<file path="config.mk">
export PLATFORM = sky130hd
export DESIGN_NAME = mem_wb_stage_flat
export DESIGN_NICKNAME = d
export VERILOG_FILES = /design/src/rtl/mem_wb_stage_if.sv /design/src/rtl/mem_wb_stage.sv /design/src/flat_wrapper.sv
export SDC_FILE = /design/constraint.sdc
export NUM_CORES = 1
export LEC_CHECK = 0
export CAP_MARGIN = 40
export CORE_MARGIN = 3
export CORE_UTILIZATION = 37
export DETAILED_ROUTE_END_ITERATION = 8
export PLACE_DENSITY = 0.86
export RECOVER_POWER = 100
export SYNTH_ARGS = -nofsm -noshare
export SYNTH_HDL_FRONTEND = slang
export SYNTH_SLANG_ARGS = --single-unit
export TNS_END_PERCENT = 100
</file>
<file path="constraint.sdc">
create_clock -name clk -period 2 [get_ports clk]
set_input_delay 0.4 -clock clk [delete_from_list [all_inputs] [get_ports clk]]
set_output_delay 0.4 -clock clk [all_outputs]
set_load 0.02 [all_outputs]
</file>
<file path="src/rtl/mem_wb_stage_if.sv">
// Data-memory request/acknowledge bus between the MEM stage (master) and data memory (slave).
interface mem_wb_stage_if;
    localparam int unsigned DATA_W = 32;

    logic              mem_req;
    logic              mem_we;
    logic [DATA_W-1:0] mem_addr;
    logic [DATA_W-1:0] mem_wdata;
    logic              mem_ack;
    logic [DATA_W-1:0] mem_rdata;

    modport master (
        output mem_req, mem_we, mem_addr, mem_wdata,
        input  mem_ack, mem_rdata
    );

    modport slave (
        input  mem_req, mem_we, mem_addr, mem_wdata,
        output mem_ack, mem_rdata
    );
endinterface

</file>
<file path="src/rtl/mem_wb_stage.sv">
// MIPS memory-access stage and MEM/WB pipeline register; runs loads/stores over a
// req/ack bus, stalls the upstream pipe while an access is outstanding, aborts on timeout.
module mem_wb_stage #(
    parameter int unsigned TIMEOUT = 255,
    parameter int unsigned CNT_W   = 8
) (
    input  logic                  clk,
    input  logic                  rst_n,
    input  logic                  RegWriteM,
    input  logic                  MemtoRegM,
    input  logic                  MemReadM,
    input  logic                  MemWriteM,
    input  logic [4:0]            WriteRegM,
    input  logic [31:0]           AluOutM,
    input  logic [31:0]           WriteDataM,
    mem_wb_stage_if.master        mem_bus,
    output logic                  StallM,
    output logic                  RegWriteW,
    output logic                  MemtoRegW,
    output logic [4:0]            WriteRegW,
    output logic [31:0]           ReadDataW,
    output logic [31:0]           AluOutW,
    output logic                  AlignErrW,
    output logic                  BusErrW
);
    localparam int unsigned REG_W  = 5;
    localparam int unsigned DATA_W = 32;

    typedef enum logic {S_IDLE, S_WAIT} state_t;
    typedef enum logic [2:0] {WB_BUBBLE, WB_PASS, WB_ALIGN, WB_ACK, WB_BUSERR} wb_op_t;

    state_t              r_state;
    state_t              w_state_nxt;
    wb_op_t              w_wb_op;
    logic                w_access;
    logic                w_misaligned;
    logic                w_launch;
    logic                w_cnt_inc;
    logic                w_ack;
    logic                w_abort;

    logic [CNT_W-1:0]    r_cnt;
    logic                r_mem_req;
    logic                r_mem_we;
    logic [DATA_W-1:0]   r_mem_addr;
    logic [DATA_W-1:0]   r_mem_wdata;
    logic                r_regwrite_w;
    logic                r_memtoreg_w;
    logic [REG_W-1:0]    r_writereg_w;
    logic [DATA_W-1:0]   r_readdata_w;
    logic [DATA_W-1:0]   r_aluout_w;
    logic                r_alignerr_w;
    logic                r_buserr_w;

    assign w_access     = MemReadM | MemWriteM;
    assign w_misaligned = w_access & (AluOutM[1:0] != 2'b00);

    // State register
    always_ff @(posedge clk) begin
        if (!rst_n) begin
            r_state <= S_IDLE;
        end else begin
            r_state <= w_state_nxt;
        end
    end

    // Next-state, stall and MEM/WB action decode
    always_comb begin
        w_state_nxt = r_state;
        w_wb_op     = WB_BUBBLE;
        w_launch    = 1'b0;
        w_cnt_inc   = 1'b0;
        w_ack       = 1'b0;
        w_abort     = 1'b0;
        StallM      = 1'b0;
        case (r_state)
            S_IDLE: begin
                if (w_access && !w_misaligned) begin
                    StallM      = 1'b1;
                    w_launch    = 1'b1;
                    w_state_nxt = S_WAIT;
                end else if (w_misaligned) begin
                    w_wb_op = WB_ALIGN;
                end else begin
                    w_wb_op = WB_PASS;
                end
            end
            S_WAIT: begin
                if (mem_bus.mem_ack) begin
                    w_ack       = 1'b1;
                    w_wb_op     = WB_ACK;
                    w_state_nxt = S_IDLE;
                end else if (r_cnt != CNT_W'(TIMEOUT)) begin
                    StallM    = 1'b1;
                    w_cnt_inc = 1'b1;
                end else begin
                    w_abort     = 1'b1;
                    w_wb_op     = WB_BUSERR;
                    w_state_nxt = S_IDLE;
                end
            end
            default: w_state_nxt = S_IDLE;
        endcase
    end

    // Memory request registers and wait counter
    always_ff @(posedge clk) begin
        if (!rst_n) begin
            r_cnt       <= '0;
            r_mem_req   <= 1'b0;
            r_mem_we    <= 1'b0;
            r_mem_addr  <= '0;
            r_mem_wdata <= '0;
        end else begin
            if (w_launch) begin
                r_mem_req   <= 1'b1;
                r_mem_we    <= MemWriteM;
                r_mem_addr  <= AluOutM;
                r_mem_wdata <= WriteDataM;
                r_cnt       <= '0;
            end else if (w_cnt_inc) begin
                r_cnt <= r_cnt + CNT_W'(1);
            end
            if (w_ack) begin
                r_mem_req <= 1'b0;
                r_mem_we  <= 1'b0;
            end
            if (w_abort) begin
                r_mem_req <= 1'b0;
            end
        end
    end

    // MEM/WB register; a bubble clears control and flags but holds the data fields
    always_ff @(posedge clk) begin
        if (!rst_n) begin
            r_regwrite_w <= 1'b0;
            r_memtoreg_w <= 1'b0;
            r_writereg_w <= '0;
            r_readdata_w <= '0;
            r_aluout_w   <= '0;
            r_alignerr_w <= 1'b0;
            r_buserr_w   <= 1'b0;
        end else begin
            case (w_wb_op)
                WB_PASS, WB_ACK: begin
                    r_regwrite_w <= RegWriteM;
                    r_memtoreg_w <= MemtoRegM;
                end
                default: begin
                    r_regwrite_w <= 1'b0;
                    r_memtoreg_w <= 1'b0;
                end
            endcase
            if (w_wb_op != WB_BUBBLE) begin
                r_writereg_w <= WriteRegM;
                r_aluout_w   <= AluOutM;
                r_readdata_w <= (w_wb_op == WB_ACK && MemReadM) ? mem_bus.mem_rdata : '0;
            end
            r_alignerr_w <= (w_wb_op == WB_ALIGN);
            r_buserr_w   <= (w_wb_op == WB_BUSERR);
        end
    end

    assign mem_bus.mem_req   = r_mem_req;
    assign mem_bus.mem_we    = r_mem_we;
    assign mem_bus.mem_addr  = r_mem_addr;
    assign mem_bus.mem_wdata = r_mem_wdata;

    assign RegWriteW = r_regwrite_w;
    assign MemtoRegW = r_memtoreg_w;
    assign WriteRegW = r_writereg_w;
    assign ReadDataW = r_readdata_w;
    assign AluOutW   = r_aluout_w;
    assign AlignErrW = r_alignerr_w;
    assign BusErrW   = r_buserr_w;
endmodule

</file>
<file path="src/flat_wrapper.sv">
// flat-port wrapper written by rule: the top's interface ports become plain ports
module mem_wb_stage_flat 
#(
    parameter int unsigned TIMEOUT = 255,
    parameter int unsigned CNT_W   = 8
)
  (clk, rst_n, RegWriteM, MemtoRegM, MemReadM, MemWriteM, WriteRegM, AluOutM, WriteDataM, StallM, RegWriteW, MemtoRegW, WriteRegW, ReadDataW, AluOutW, AlignErrW, BusErrW, mem_bus_mem_req, mem_bus_mem_we, mem_bus_mem_addr, mem_bus_mem_wdata, mem_bus_mem_ack, mem_bus_mem_rdata);
  mem_wb_stage_if mem_bus_i ();
  input  logic clk;
  input  logic rst_n;
  input  logic RegWriteM;
  input  logic MemtoRegM;
  input  logic MemReadM;
  input  logic MemWriteM;
  input  logic [4:0] WriteRegM;
  input  logic [31:0] AluOutM;
  input  logic [31:0] WriteDataM;
  output logic StallM;
  output logic RegWriteW;
  output logic MemtoRegW;
  output logic [4:0] WriteRegW;
  output logic [31:0] ReadDataW;
  output logic [31:0] AluOutW;
  output logic AlignErrW;
  output logic BusErrW;
  output wire logic [$bits(mem_bus_i.mem_req)-1:0] mem_bus_mem_req;
  output wire logic [$bits(mem_bus_i.mem_we)-1:0] mem_bus_mem_we;
  output wire logic [$bits(mem_bus_i.mem_addr)-1:0] mem_bus_mem_addr;
  output wire logic [$bits(mem_bus_i.mem_wdata)-1:0] mem_bus_mem_wdata;
  input wire logic [$bits(mem_bus_i.mem_ack)-1:0] mem_bus_mem_ack;
  input wire logic [$bits(mem_bus_i.mem_rdata)-1:0] mem_bus_mem_rdata;
  assign mem_bus_mem_req = mem_bus_i.mem_req;
  assign mem_bus_mem_we = mem_bus_i.mem_we;
  assign mem_bus_mem_addr = mem_bus_i.mem_addr;
  assign mem_bus_mem_wdata = mem_bus_i.mem_wdata;
  assign mem_bus_i.mem_ack = mem_bus_mem_ack;
  assign mem_bus_i.mem_rdata = mem_bus_mem_rdata;
  mem_wb_stage #(.TIMEOUT(TIMEOUT), .CNT_W(CNT_W)) u_core (.clk(clk), .rst_n(rst_n), .RegWriteM(RegWriteM), .MemtoRegM(MemtoRegM), .MemReadM(MemReadM), .MemWriteM(MemWriteM), .WriteRegM(WriteRegM), .AluOutM(AluOutM), .WriteDataM(WriteDataM), .mem_bus(mem_bus_i), .StallM(StallM), .RegWriteW(RegWriteW), .MemtoRegW(MemtoRegW), .WriteRegW(WriteRegW), .ReadDataW(ReadDataW), .AluOutW(AluOutW), .AlignErrW(AlignErrW), .BusErrW(BusErrW));
endmodule
</file>
==> impl_metrics.py <==
metrics = {
    "clocking": {
        "cts_hold_buffers": 0,
        "root_buffer": "clkbuf_16",
        "numCtsBuffers": 17,
        "clk_latency_ps": 410,
        "cts_tree": "done",
        "clock_path_buffers": 2,
        "clkTransAtPathRegs_ps": 60,
        "cts.sinks": 148,
        "htreeDepth": 4,
    },
    "run_status": {
        "run_status": "finished, final reports clean",
    },
    "place": {
        "dpl_cell_area_mm2": 0.00803,
        "hpwl_um": 11200,
        "numPortBuffers": 247,
        "globalplace.congestion": 0.796,
    },
    "final_layout": {
        "area_growth_pct": 64.4,
        "fin_nets": 943,
        "antenna_cells": 0,
        "layout-drive-gt1-share": 0.0852,
        "fin_area_mm2": 0.00863,
    },
    "setup_path": {
        "crit_type": "input port to output port",
        "path_max_fanout": 2,
        "crit_arrival_ps": 1550,
        "worstSetupStartpointType": "input port",
        "endpoint_kind": "output port",
        "cp.required_ps": 1600,
        "rrSetupSlack_ps": 100,
        "worstRegToRegCells": 7,
    },
    "die": {
        "core_area_mm2": 0.0136,
        "initial_core_util": 0.387,
        "dieHeight_um": 125,
        "die-area_mm2": 0.0156,
        "core.rowCount": 42,
        "ios": 248,
        "die_w_um": 125,
    },
    "pwr": {
        "vdd_drop_max_mv": 0.640,
        "p_total_w": 0.00721,
        "power.density_mw_per_mm2": 835,
        "p_int_w": 0.00556,
        "power_frac_comb": 0.139,
        "clkPwrFrac": 0.426,
        "netSwitchingFraction": 0.229,
        "p_sw_w": 0.00165,
        "p_seq_frac": 0.435,
        "p_leak_nw": 3.44,
    },
    "hold_path": {
        "min_path_type": "input port to flip-flop",
        "holdPathStages": 3,
    },
    "grt": {
        "track_usage": 0.199,
        "grt_pass1_wl_um": 25000,
        "grt_overflow_total": 0,
        "grt_pass1_vias": 4911,
        "antenna_found_initial": 0,
        "grt_max_degree": 55,
    },
    "synth": {
        "synth_edf_count": 0,
        "syn_area_mm2": 0.00525,
        "synth_fp_nets": 686,
        "synth_seq_cells": 148,
        "synthTopCellsByArea": "dfxtp_1 (56%), nand2_1 (15%), mux2i_1 (6.9%)",
        "synth-async-reset-ratio": 0,
        "ys_seq_area_frac": 0.565,
        "synth_area_per_cell_um2": 9.09,
        "synth.distinct_cells": 40,
        "syn_inst": 577,
        "yosysTopAreaCellShare": 0.565,
        "synthFlopType": "dfxtp_1",
        "synth_top_cell_by_area": "dfxtp_1",
        "synth_warnings": 0,
    },
    "sta": {
        "fin_crit_ps": 1950,
        "slew_headroom": 0.562,
        "period_share": 0.974,
        "worst_pin_slew_ps": 657,
        "rsz0062_at_grt": "yes",
        "setup_viol": 0,
        "max_freq_mhz": 513,
        "drv_slew": 0,
        "skew_ps": 4.94,
        "hold_viol": 0,
        "whs_ps": 301,
    },
    "routing": {
        "drt-total-wl_um": 15700,
        "vias": 4909,
        "dr.pass1.iters": 4,
        "drt_iter0_drc": 278,
        "vias_per_cell": 4.81,
        "avgRoutedWirePerCell_um": 15.4,
        "drcViolationCount": 0,
        "antenna_left": 0,
    },
    "job": {
        "cap_violations": 0,
    },
}
==> path summary, 6_finish.rpt <==
path | to | from
hold reg to reg | u_core.mem_bus.mem_we | u_core.mem_bus.mem_we
setup / recovery | StallM | MemReadM
hold / removal | u_core.mem_bus.mem_we | rst_n
setup reg to reg | u_core.AluOutW[16] | u_core.r_state
==> cell usage after synthesis (all sizes together), types with 3 or more instances <==
cell and count:
o21ai 5, xor2 3, and3 5, clkbuf 28, inv 3, a22o 32
buf 12, nand2 204, a21oi 66, nor2 8, mux2i 36, dfxtp 148
nand3 4
==> per-stage QoR <==
step                 util  setup TNS, ps  setup slack (ps)  std cells
floorplan               -              0              25.2        577
global placement    0.592         -41660              -590        990
finish              0.636              0              51.4       1021
CTS                 0.636              0              10.8       1020
detailed placement  0.592         -41860              -606        990
global route        0.636         -0.111            -0.111       1021
==> registers in the layout, indices dropped and copies added, names as in the netlist <==
register and cells:
u_core.AluOutW 32, u_core.ReadDataW 32, u_core.mem_bus.mem_addr 32, u_core.mem_bus.mem_wdata 32, u_core.r_cnt 8, u_core.WriteRegW 5
u_core.AlignErrW 1, u_core.BusErrW 1, u_core.MemtoRegW 1, u_core.RegWriteW 1, u_core.mem_bus.mem_req 1, u_core.mem_bus.mem_we 1
u_core.r_state 1
==> layer usage <==
| metal | vias to the layer above | track usage | routed length (µm) |
|---|---|---|---|
| met5 | - | 0 | 0 |
| met4 | 0 | 0.0657 | 290 |
| met3 | 25 | 0.0751 | 1200 |
| met2 | 182 | 0.338 | 7590 |
| met1 | 2258 | 0.232 | 6600 |
| li1 | 2444 | - | - |
==> critical path, cell delays in order <==
cell and delay, ps:
clkdlybuf4s50_1 490, o21bai_2 100, or2_4 260, and2_4 140, inv_2 50, buf_6 110
==> cells in the final DEF, fill, tap and decap left out, types with 2 or more instances in the layout <==
master	n
a22o_1	32
a21oi_1	65
o21ai_1	2
clkbuf_16	17
clkdlybuf4s50_1	242
nand2_1	204
xor2_1	3
dfxtp_1	146
nor2_1	7
buf_12	4
bufinv_16	2
buf_6	2
o211ai_1	2
dlygate4sd2_1	2
inv_2	2
and3_1	5
or2_4	2
clkbuf_1	7
clkbuf_8	4
dfxtp_2	2
mux2i_1	36
o21ai_0	2
buf_4	24
nand3_1	4
==> cells by family after synthesis <==
family	Yosys count	share of synthesized area
xor gates and xnor gates	4	0.00668
DFF	148	0.565
buffers and inverters	43	0.0391
muxes	36	0.0687
and+or+nand+nor	234	0.183
adders and majority gates	1	0.00238
AOI/OAI and AO/OA	111	0.136
==> final cells by class <==
| class | count | area (µm²) |
|---|---|---|
| inverter | 3 | 11.3 |
| clock buffer | 27 | 503 |
| timing repair buffer | 278 | 2750 |
| multi-input combinational | 386 | 2110 |
| tap | 176 | 220 |
| clock inverter | 3 | 68.8 |
| sequential | 148 | 2970 |
| fill | 1124 | 4930 |
==> power by group through the flow <==
stage	clock network, W	registers [W]	logic (W)
2_1_floorplan	0	0.00334	0.000284
3_5_place_dp	0	0.00320	0.00100
4_1_cts	0.00314	0.00313	0.00101
3_3_place_gp	0	0.00319	0.000989
6_report	0.00307	0.00313	0.00100
5_1_grt	0.00329	0.00315	0.00107
==> what timing repair did <==
action                     in CTS  in global routing
setup buffers                   0                  1
pin swaps                       2                  0
setup endpoints to repair       2                  7
gates resized for setup        14                  4
Note: power is estimated with default switching activity, not from simulation.
